`config.mk`:
```
export PLATFORM = sky130hd
export DESIGN_NAME = bask_demodulator
export DESIGN_NICKNAME = d
export VERILOG_FILES = /design/src/rtl/bask_pkg.sv /design/src/rtl/bask_bit_integrator.sv /design/src/rtl/bask_demodulator.sv
export SDC_FILE = /design/constraint.sdc
export NUM_CORES = 1
export LEC_CHECK = 0
export BUFFER_PORTS_ARGS = -buffer_cell sky130_fd_sc_hd__buf_2
export CORE_UTILIZATION = 50
export CTS_BUF_LIST = sky130_fd_sc_hd__clkbuf_4
export DETAILED_ROUTE_END_ITERATION = 7
export GPL_TIMING_DRIVEN = 0
export HOLD_SLACK_MARGIN = 0.12
export MAX_ROUTING_LAYER = met4
export PLACE_DENSITY = 0.77
export SLEW_MARGIN = 20
export SYNTH_ARGS = -nofsm -noshare
export SYNTH_HDL_FRONTEND = slang
export SYNTH_SLANG_ARGS = --single-unit
```
`constraint.sdc`:
```
create_clock -name clk -period 4.28 [get_ports clk]
set_input_delay 0.214 -clock clk [delete_from_list [all_inputs] [get_ports clk]]
set_output_delay 0.214 -clock clk [all_outputs]
set_load 0.1 [all_outputs]
```
`src/rtl/bask_pkg.sv`:
```
// Shared types and sizing helpers for the BASK receive path.
package bask_pkg;

  localparam int unsigned SAMPLE_W_DEFAULT = 8;
  localparam int unsigned WORD_W           = 8;
  localparam int unsigned BIT_IDX_W        = 3;

  typedef enum logic [1:0] {
    IDLE   = 2'd0,
    ACCUM  = 2'd1,
    PARITY = 2'd2
  } state_t;

  // Accumulator holds a full bit period of maximum-magnitude samples.
  function automatic int unsigned acc_width(input int unsigned sample_w,
                                            input int unsigned samples_per_bit);
    return sample_w + $clog2(samples_per_bit);
  endfunction

endpackage

```
`src/rtl/bask_bit_integrator.sv`:
```
// Integrates |sample| over one bit period and decides the bit against a threshold.
module bask_bit_integrator
  import bask_pkg::*;
#(
  parameter int unsigned SAMPLE_W        = SAMPLE_W_DEFAULT,
  parameter int unsigned SAMPLES_PER_BIT = 16,
  parameter int unsigned THRESHOLD       = 512
) (
  input  logic                       clk,
  input  logic                       reset,
  input  logic                       start,
  input  logic                       run,
  input  logic                       sample_valid,
  input  logic signed [SAMPLE_W-1:0] sample_in,
  output logic                       bit_c,
  output logic                       done_c
);

  localparam int unsigned ACC_W = acc_width(SAMPLE_W, SAMPLES_PER_BIT);
  localparam int unsigned CNT_W = $clog2(SAMPLES_PER_BIT);

  logic [SAMPLE_W-1:0] mag;
  logic [ACC_W-1:0]    acc;
  logic [ACC_W-1:0]    sum;
  logic [CNT_W-1:0]    cnt;
  logic                last;

  // Most negative input maps to 2^(SAMPLE_W-1), which still fits unsigned.
  always_comb begin
    mag    = sample_in[SAMPLE_W-1] ? SAMPLE_W'(~sample_in + 1'b1) : $unsigned(sample_in);
    sum    = acc + ACC_W'(mag);
    last   = (cnt == CNT_W'(SAMPLES_PER_BIT - 1));
    done_c = run && !start && sample_valid && last;
    bit_c  = (32'(sum) >= THRESHOLD);
  end

  // A start with a valid sample makes that sample the first of the new bit.
  always_ff @(posedge clk or posedge reset) begin
    if (reset) begin
      acc <= '0;
      cnt <= '0;
    end else if (start) begin
      acc <= sample_valid ? ACC_W'(mag) : '0;
      cnt <= sample_valid ? CNT_W'(1) : '0;
    end else if (run && sample_valid) begin
      if (last) begin
        acc <= '0;
        cnt <= '0;
      end else begin
        acc <= sum;
        cnt <= cnt + 1'b1;
      end
    end
  end

endmodule

```
`src/rtl/bask_demodulator.sv`:
```
// BASK demodulator: bit integration, MSB-first word assembly and valid strobes.
// Optional BASK_DEMOD_PARITY_EN adds an even-parity bit period and parity_err output.
module bask_demodulator
  import bask_pkg::*;
#(
  parameter int unsigned SAMPLE_W        = SAMPLE_W_DEFAULT,
  parameter int unsigned SAMPLES_PER_BIT = 16,
  parameter int unsigned THRESHOLD       = 512
) (
  input  logic                       clk,
  input  logic                       reset,
  input  logic signed [SAMPLE_W-1:0] sample_in,
  input  logic                       sample_valid,
  input  logic                       frame_start,
  output logic                       bit_out,
  output logic                       bit_valid,
  output logic [WORD_W-1:0]          data_out,
  output logic                       data_valid
`ifdef BASK_DEMOD_PARITY_EN
  ,
  output logic                       parity_err
`endif
);

`ifdef BASK_DEMOD_PARITY_EN
  localparam int unsigned SHREG_W = WORD_W;
`else
  localparam int unsigned SHREG_W = WORD_W - 1;
`endif

  state_t               state;
  logic [BIT_IDX_W-1:0] bit_idx;
  logic [SHREG_W-1:0]   shreg;
  logic                 run;
  logic                 bit_c;
  logic                 done_c;

  assign run = (state != IDLE);

  bask_bit_integrator #(
    .SAMPLE_W        (SAMPLE_W),
    .SAMPLES_PER_BIT (SAMPLES_PER_BIT),
    .THRESHOLD       (THRESHOLD)
  ) u_integrator (
    .clk          (clk),
    .reset        (reset),
    .start        (frame_start),
    .run          (run),
    .sample_valid (sample_valid),
    .sample_in    (sample_in),
    .bit_c        (bit_c),
    .done_c       (done_c)
  );

  // frame_start has priority in every state so an aborted word never completes.
  always_ff @(posedge clk or posedge reset) begin
    if (reset) begin
      state      <= IDLE;
      bit_idx    <= '0;
      shreg      <= '0;
      bit_out    <= 1'b0;
      bit_valid  <= 1'b0;
      data_out   <= '0;
      data_valid <= 1'b0;
`ifdef BASK_DEMOD_PARITY_EN
      parity_err <= 1'b0;
`endif
    end else begin
      bit_valid  <= 1'b0;
      data_valid <= 1'b0;
      if (frame_start) begin
        state   <= ACCUM;
        bit_idx <= '0;
        shreg   <= '0;
      end else begin
        case (state)
          ACCUM: begin
            if (done_c) begin
              bit_out   <= bit_c;
              bit_valid <= 1'b1;
              shreg     <= {shreg[SHREG_W-2:0], bit_c};
              if (bit_idx == BIT_IDX_W'(WORD_W - 1)) begin
`ifdef BASK_DEMOD_PARITY_EN
                state      <= PARITY;
`else
                data_out   <= {shreg, bit_c};
                data_valid <= 1'b1;
                state      <= IDLE;
`endif
              end else begin
                bit_idx <= bit_idx + 1'b1;
              end
            end
          end
`ifdef BASK_DEMOD_PARITY_EN
          PARITY: begin
            if (done_c) begin
              bit_out    <= bit_c;
              bit_valid  <= 1'b1;
              data_out   <= shreg;
              data_valid <= 1'b1;
              parity_err <= (^shreg) ^ bit_c;
              state      <= IDLE;
            end
          end
`endif
          default: state <= IDLE;
        endcase
      end
    end
  end

endmodule

```
# --- Yosys cells after proc, flatten, opt, wreduce, memory -nomap -nowiden ---
# Cells that the tools add are included.
word_totals:
  elab_cells: 63
  reg_bits: 39
  in_bits: 12
  out_inout_bits: 11
op_classes:
  n_reduce_logical: 14
  magnitude_cmp: 1
  muxes: 27
  eq_ne: 6
  n_bitwise: 2
  add_sub_neg: 4
ops:
  columns: ["operator", "count"]
  rows:
  - ["2-to-1 mux 12 bit", 3]
  - ["2-to-1 mux 7 bit", 3]
  - ["2-to-1 mux 8 bit", 2]
  - ["adder 12 x 8 -> 12 bit", 1]
  - ["greater-or-equal comparator 12 x 10 -> 1 bit (second input constant)", 1]
  - ["2-to-1 mux 3 bit", 4]
  - ["2-to-1 mux 4 bit", 3]
  - ["adder 8 x 1 -> 8 bit (second input constant)", 1]
  - ["2-to-1 mux 1 bit", 8]
  - ["2-to-1 mux 2 bit", 4]
  - ["NOT 8 bit", 1]
  - ["nonzero test 2 bit", 4]
  - ["inequality test 3 bit (second input constant)", 2]
  - ["AND reduction 3 bit", 2]
  - ["adder 4 x 1 -> 4 bit (second input constant)", 1]
  - ["== test 4 bit (second input constant)", 1]
  - ["logical AND 1 bit", 4]
  - ["AND reduction 2 bit", 2]
  - ["AND reduction 4 bit", 1]
  - ["adder 3 x 1 -> 3 bit (second input constant)", 1]
  - ["== test 3 bit (second input constant)", 1]
  - ["== test 2 x 1 -> 1 bit (second input constant)", 1]
  - ["inequality test 2 bit (second input constant)", 1]
  - ["zero test 1 bit", 1]
  - ["NOT 1 bit", 1]

# --- Longest topological paths before layout ---
# Gate-level depths: netlist (run 1).
depth:
  depth_word: 8
  depth_mapped: 12
  ltp_nobuf: 12

# --- Cells and area by module ---
# Synthesis (run 1) repeated with hierarchy kept, for this count alone.
unflattened:
  cells_unflattened: 241
  hier_area_um2: 2376.0
modules_own_cells:
  columns: ["module", "n_inst", "seq_area_each_um2", "cells_each", "area_each_um2"]
  rows:
  - ["bask_bit_integrator", 1, 400.4, 165, 1396.3]
  - ["bask_demodulator", 1, 550.5, 76, 979.7]

# --- Worst setup path after synthesis (run 1) ---
# OpenSTA, ideal clock, no wires.
synth_timing:
  kind: "in2reg"
  from: "input port sample_in[4]"
  to: "register bit_out"
  setup_time_ns: 0.133
  t_arrival_ns: 2.153
  n_path_buf: 0
  required_time_ns: 4.147
  setup_slack_ns: 1.994
  cell_stages: 10
  cell_sequence: "or3_1 o21ai_0 xnor2_1 ha_1 a21o_1 a21oi_1 o32ai_4 mux2i_1 a21bo_1 o21ai_1"
synth_via:
  elab_chain_len: 5
synth_lines:
  columns: ["item", "line", "text"]
  rows:
  - ["start: declaration", "bask_demodulator.sv:12", "input logic signed [SAMPLE_W-1:0] sample_in,"]
  - ["NOT 8 bit", "bask_bit_integrator.sv:30", "mag = sample_in[SAMPLE_W-1] ? SAMPLE_W'(~sample_in + 1'b1) : $unsigned(sample_in);"]
  - ["adder 8 x 1 -> 8 bit", "bask_bit_integrator.sv:30", null]
  - ["2-to-1 mux 8 bit *", "bask_bit_integrator.sv:30", null]
  - ["adder 12 x 8 -> 12 bit *", "bask_bit_integrator.sv:31", "sum = acc + ACC_W'(mag);"]
  - ["greater-or-equal comparator 12 x 10 -> 1 bit *", "bask_bit_integrator.sv:34", "bit_c = (32'(sum) >= THRESHOLD);"]
  - ["end signal: assignment", "bask_demodulator.sv:79", "bit_out <= bit_c;"]
  - ["end: declaration", "bask_demodulator.sv:15", "output logic bit_out,"]
# Mark *: on every way between the ends. The rest lies on a longest branch, timed or not.
# A chain may end at the register's enable or synchronous reset.

# --- Worst setup path after layout (run 1) ---
layout_timing:
  from: "input port sample_in[1]"
  to: "register bit_out"
# Same word-level chain as after synthesis.

==> results of run 1 <==
logic make-up after synthesis:
group	share of synthesized area
compound gates	0.193
mux	0.0694
buf+inv	0.0224
simple gates	0.152
xor+xnor	0.0509
fa+ha+maj	0.0873
flops	0.425
final timing paths:
kind / slack [ns] / endpoint / from
worst min register to register: 0.52 / data_out[6] / data_out[6]
min in group asynchronous: 0.34 / state[0] / reset
max in group asynchronous: 3.52 / u_integrator.acc[3] / reset
worst max register to register: 2.15 / u_integrator.acc[8] / u_integrator.acc[0]
worst min-delay path: 0.15 / u_integrator.cnt[1] / sample_valid
worst max-delay path: 1.90 / bit_out / sample_in[1]
metal layers:
layer,vias to the layer above,track usage,share of wire
li1,842,-,-
met3,7,0.0395,0.027
met4,0,0.0918,0.013
met1,833,0.268,0.48
met5,-,-,0
met2,26,0.318,0.48
synthesized netlist by cell type (2+ instances only):
master / count
o31ai_1: 2
inv_1: 8
ha_1: 14
xnor2_1: 12
dfrtp_1: 38
nor3_1: 2
a31oi_1: 2
nor2_1: 19
clkbuf_1: 3
a22o_1: 7
o21a_1: 3
o21ai_0: 14
or2_2: 2
nand2b_1: 5
a21oi_1: 9
o211ai_1: 2
mux2i_1: 5
nand3_1: 5
mux2_4: 7
nand2_1: 18
a221oi_1: 3
a211oi_1: 2
a22oi_1: 3
or3_1: 2
a21o_1: 4
layout by cell type, fill, tap and decap left out, types with 7 or more instances in the layout:
| cell type | instances |
|---|---|
| xnor2_1 | 12 |
| buf_2 | 22 |
| nor2_1 | 19 |
| inv_1 | 7 |
| nand2_1 | 18 |
| a21oi_1 | 9 |
| a22o_1 | 7 |
| o21ai_0 | 14 |
| dfrtp_1 | 38 |
| ha_1 | 14 |
| mux2_4 | 7 |
worst reg2reg max path, delay by kind of cell, from the launching register on:
family                     cells  cell delay, ns
and+or+nand+nor                1            0.15
adders and majority gates      2            0.62
buffers and inverters          1            0.07
DFF                            1            0.37
AOI/OAI and AO/OA              5            0.84
power breakdown:
group | switching [mW] | internal [mW]
clock | 0.130 | 0.183
combinational | 0.166 | 0.138
sequential | 0.0239 | 0.390
total | 0.320 | 0.710
state kept, by name (all words and copies together) (netlist names):
name,flops
u_integrator.acc,12
state,1
u_integrator.cnt,4
bit_valid,1
bit_out,1
shreg,7
data_out,8
data_valid,1
bit_idx,3
through the flow:
stage | instances | utilization | hold WS (ns) | setup slack [ns] | power, mW
4_1_cts | 296 | 0.613 | 0.154 | 1.92 | 1.03
3_3_place_gp | 286 | 0.580 | 0.471 | 1.60 | 0.710
2_1_floorplan | 215 | - | 0.356 | 1.99 | 0.659
6_report | 296 | 0.613 | 0.154 | 1.90 | 1.03
5_1_grt | 296 | 0.613 | 0.173 | 1.76 | 1.09
3_5_place_dp | 287 | 0.585 | 0.183 | 1.51 | 0.722
layout make-up:
type | count | share of cell area
Sequential cell | 38 | 0.374
Clock buffer | 5 | 0.0148
Inverter | 9 | 0.0133
Buffer | 4 | 0.00640
Tap cell | 50 | 0.0246
Multi-Input combinational cell | 164 | 0.486
Clock inverter | 3 | 0.0271
Timing Repair Buffer | 23 | 0.0532
==> metrics, run 1 <==
top-area cell type share of the netlist area=0.425; instance area at placement=2420 um2; Final Hold Violating Endpoints=0; hold_buf cts=1; die outline height=68.9 um; count of mapped cells out of synthesis=215; WS Path Type=in -> reg; total area of sequential cells=951 um2; CTS tree=yes; final count of negative-setup-slack endpoints=0; endpoint type of the worst setup path=register; clock tree buffer depth=2; cell area after synthesis=2240 um2; initial core utilization=0.540; synthesized area per cell=10.4 um2; detailed placement HPWL=3.13 mm; count of buffer and inverter cells on the critical path=1; number of vias in the routed layout=1,708; ordered list of cells on the worst path=buf_2 -> or3_4 -> nor4b_1 -> ha_1 -> a21oi_1 -> o21ai_0 -> o31ai_1 -> and3b_1 -> a21bo_1 -> o21ai_1; slowest library cell on the worst path=nor4b_1; Iteration-0 DRC Markers=118; main flop type after synthesis=dfrtp_1; number of max-capacitance violations reported=0; fillcell total=352; area of the multi-input gates=1230 um2; synthesized netlist net count=242; row count=23; residual overflow from global routing=0; Root Buffer=clkbuf_4; number of max-slew violations in the final report=0; fraction of layout cells with a size suffix above 1=0.199; Routed Wire Length=4.27 mm; total routing resource utilization after global routing=0.208; Stages on worst setup path=10; cell area power density=405 nW/um2; Clk Latency, worst-skew pair=0.36 ns; clock edge transition at the registers on the reported setup and hold paths=0.12 ns; die span in x=68.9 um; Post-synth EDFFs=0; post_cts resized=0; count of buffers from port buffering=21; final net count=272; maximum resistive drop on vdd=0.000215 V; first-pass GRT wire length=7.00 mm; Worst setup SP type=input pin; setup repair after global routing missed its margin=no; Worst Hold Path Cells=3; path type of the worst min-delay path=in -> reg; worst setup skew after layout=0.0116 ns; Layout Area Growth over Synthesis=13.6%; cell taking the most area after synthesis=dfrtp_1; Finished Cell Area=2540 um2; Setup TNS Final=0 ns; Max Clk Rate=420 MHz; leakage power summed over all cells=1.22 nW; number of CTS-inserted buffers=5; average detailed-routed wire length per instance=14.4 um; number of top-level pins=23; share of synthesized registers carrying an async set or reset=1.00; count of different cell masters after synthesis=49; core outline area=4140 um2; number of global-route vias before repair=1,594; number of antenna violations at the first check in global routing=0; htree depth=2; worst-path maximum fanout=6; largest net degree at the start of global routing=26; Worst path top cell family by delay=simple AND/OR/NAND/NOR gates; final cycle utilization of the critical path=0.557; measured slew at the worst slew-check pin=0.888 ns; status=finished, final reports clean; clock net sink count=38; antenna viol nets, final=0; Post CTS Setup Buffer Count=0; TritonRoute pass-1 iters=4; overall die area=4740 um2; routability congestion estimate=0.871; Synth warnings=0; residual DRC count=0; time the final worst path needs with I/O delays and setup=2.38 ns; via density per instance=5.77; arrival time of data at the critical path endpoint=2.68 ns; required time of the worst setup path=4.57 ns; number of synthesized register bits=38; headroom to the max-slew limit=0.408; register area share after synthesis=0.425; ranking of synthesized cells by area=dfrtp_1, ha_1, mux2_4; r2r worst-path depth=9; delay of the slowest cell on the worst path=0.51 ns; antenna cells=0
(Power assumes the default switching activity.)
==> inputs of run 2 (changes only) <==
ABC_AREA = 1   (was not set)
clock period = 2.3 ns   (was 4.28 ns; I/O delays follow)
==> metrics, run 2 <==
number of top-level pins=23; WS Path Type=in -> reg; Synth warnings=0; number of CTS-inserted buffers=5; residual DRC count=0; top post-synthesis cells by count=nand2_1, inv_1, dfrtp_1; Root Buffer=clkbuf_4; dominant cell by count in the synthesized netlist=nand2_1; count of different cell masters after synthesis=30; top-area cell type share of the netlist area=0.411; count of buffer and inverter cells on the critical path=3; htree depth=2; maximum resistive drop on vdd=0.000406 V; Post-synth EDFFs=0; path type of the worst min-delay path=in -> reg; clock edge transition at the registers on the reported setup and hold paths=0.13 ns; ranking of synthesized cells by area=dfrtp_1, nand2_1, inv_1; total routing resource utilization after global routing=0.214; Stages on worst setup path=17; flip-flop count of the largest register, all copies and words added=12; arrival time of data at the critical path endpoint=2.24 ns; die span in x=70.0 um; endpoint type of the worst setup path=register; fillcell total=391; measured slew at the worst slew-check pin=0.490 ns; core outline area=4380 um2; register ranked first by flip-flop count=u_integrator.acc; utilization after layout=0.606; first-pass GRT wire length=8.05 mm; overall die area=4900 um2; synthesized netlist net count=321; CTS tree=yes; most used cells in the layout excluding fill and tap cells=nand2_1, inv_1, dfrtp_1; headroom to the max-slew limit=0.676; clock tree buffer depth=2; ordered list of cells on the worst path=buf_2 -> inv_1 -> ha_1 -> nand3_1 -> o21ai_0 -> xor2_1 -> ha_1 -> nand2_1 -> inv_1 -> nand2_1 -> nand2_1 -> nand2_1 -> nand4_1 -> nand2_1 -> nand3_2 -> nand2_1 -> nand2_1; number of max-capacitance violations reported=0; worst setup skew after layout=0.0118 ns; Max Clk Rate=505 MHz; register area share after synthesis=0.411; r2r worst-path depth=11; initial core utilization=0.527; most crowded layer after global routing=met2; required time of the worst setup path=2.56 ns; delay of the slowest cell on the worst path=0.33 ns; die outline height=70.0 um; antenna cells=0; cell area after synthesis=2310 um2; cell area power density=734 nW/um2; instance area at placement=2500 um2; clock net sink count=38; routability congestion estimate=0.886; count of buffers from port buffering=21; synthesized area per cell=7.86 um2; fraction of met2 tracks used by global routing=0.350; Routed Wire Length=4.58 mm; global-route met1 utilization=0.272; final cycle utilization of the critical path=0.861; commonest non-fill, non-tap cell in the layout=nand2_1; Worst path top cell family by delay=simple AND/OR/NAND/NOR gates; Setup TNS Final=0 ns; final count of negative-setup-slack endpoints=0; number of max-slew violations in the final report=0; leakage power summed over all cells=1.46 nW; row count=24; status=finished, final reports clean; via density per instance=5.16; main flop type after synthesis=dfrtp_1; final net count=355; Post CTS Setup Buffer Count=0; number of vias in the routed layout=1,967; Finished Cell Area=2660 um2; average detailed-routed wire length per instance=12.0 um; number of synthesized register bits=38; share of synthesized registers carrying an async set or reset=1.00; worst-path maximum fanout=3; time the final worst path needs with I/O delays and setup=1.98 ns; Clk Latency, worst-skew pair=0.36 ns; detailed placement HPWL=3.47 mm; slowest library cell on the worst path=xor2_1; Worst setup SP type=input pin; largest net degree at the start of global routing=26; residual overflow from global routing=0; number of antenna violations at the first check in global routing=0; Final Hold Violating Endpoints=0; Worst Hold Path Cells=4; count of mapped cells out of synthesis=294; number of global-route vias before repair=1,872; TritonRoute pass-1 iters=4; Top Registers=u_integrator.acc: 12 flops, data_out: 8 flops, shreg: 7 flops; Iteration-0 DRC Markers=97; Layout Area Growth over Synthesis=15.0%; fraction of layout cells with a size suffix above 1=0.155; cell taking the most area after synthesis=dfrtp_1; setup repair after global routing missed its margin=no; global-route met3 utilization=0.0390; Crit path top cell by count=nand2_1; antenna viol nets, final=0
run 2: timing repair:
action,CTS,global route
resized for setup,0,0
hold buffers,5,0
hold endpoints to repair,42,0
run 2: final timing paths:
path / start / to / slack, ns
setup / recovery: sample_in[0] / bit_out / 0.32
hold / removal: sample_in[7] / u_integrator.acc[2] / 0.16
setup reg to reg: u_integrator.acc[0] / bit_out / 0.45
hold reg to reg: bit_idx[0] / bit_idx[0] / 0.48
max in group asynchronous: reset / u_integrator.acc[9] / 1.62
min in group asynchronous: reset / u_integrator.acc[2] / 0.25
run 2: layout make-up:
cell class / count / area, um2 / area share
inverter: 51 / 191 / 0.0720
multi-input combinational: 200 / 1130 / 0.425
tap: 52 / 65.1 / 0.0245
sequential: 38 / 951 / 0.358
timing repair buffer: 27 / 175 / 0.0659
buffer: 5 / 40.0 / 0.0151
clock inverter: 3 / 68.8 / 0.0259
clock buffer: 5 / 37.5 / 0.0141
run 2: layer usage:
metal | share of wire | vias up
met5 | 0 | -
met4 | 0.011 | 0
met3 | 0.028 | 5
met2 | 0.48 | 22
met1 | 0.48 | 927
li1 | - | 1013
run 2: cell families after synthesis:
kind of cell               Yosys count  share of synthesized area
AOI/OAI and AO/OA                   52                      0.138
xor gates and xnor gates            11                     0.0417
adders and majority gates           15                     0.0845
buffers and inverters               56                      0.100
DFF                                 38                      0.411
and+or+nand+nor                    122                      0.225
run 2: where the power goes:
part / switching (mW) / internal [mW] / total [mW]
logic: 0.351 / 0.245 / 0.596
clock network: 0.249 / 0.340 / 0.589
registers: 0.0432 / 0.723 / 0.767
run 2: worst reg2reg max path: stages, from the launching register on:
cell and delay, ns:
dfrtp_1 0.37, ha_1 0.21, inv_1 0.07, fa_1 0.41, inv_1 0.11, nand3_1 0.12
nand4_1 0.10, nand2_1 0.06, inv_1 0.08, nand3_2 0.08, nand2_1 0.09, nand2_1 0.06
run 2: per-stage QoR:
step,setup slack [ns],cells,hold WS (ns),power (mW)
5_1_grt,0.0930,381,0.206,2.07
3_3_place_gp,-0.0119,367,0.415,1.34
2_1_floorplan,0.360,294,0.273,1.24
6_report,0.320,381,0.159,1.95
4_1_cts,0.331,381,0.160,1.96
3_5_place_dp,-0.0578,368,0.0856,1.36
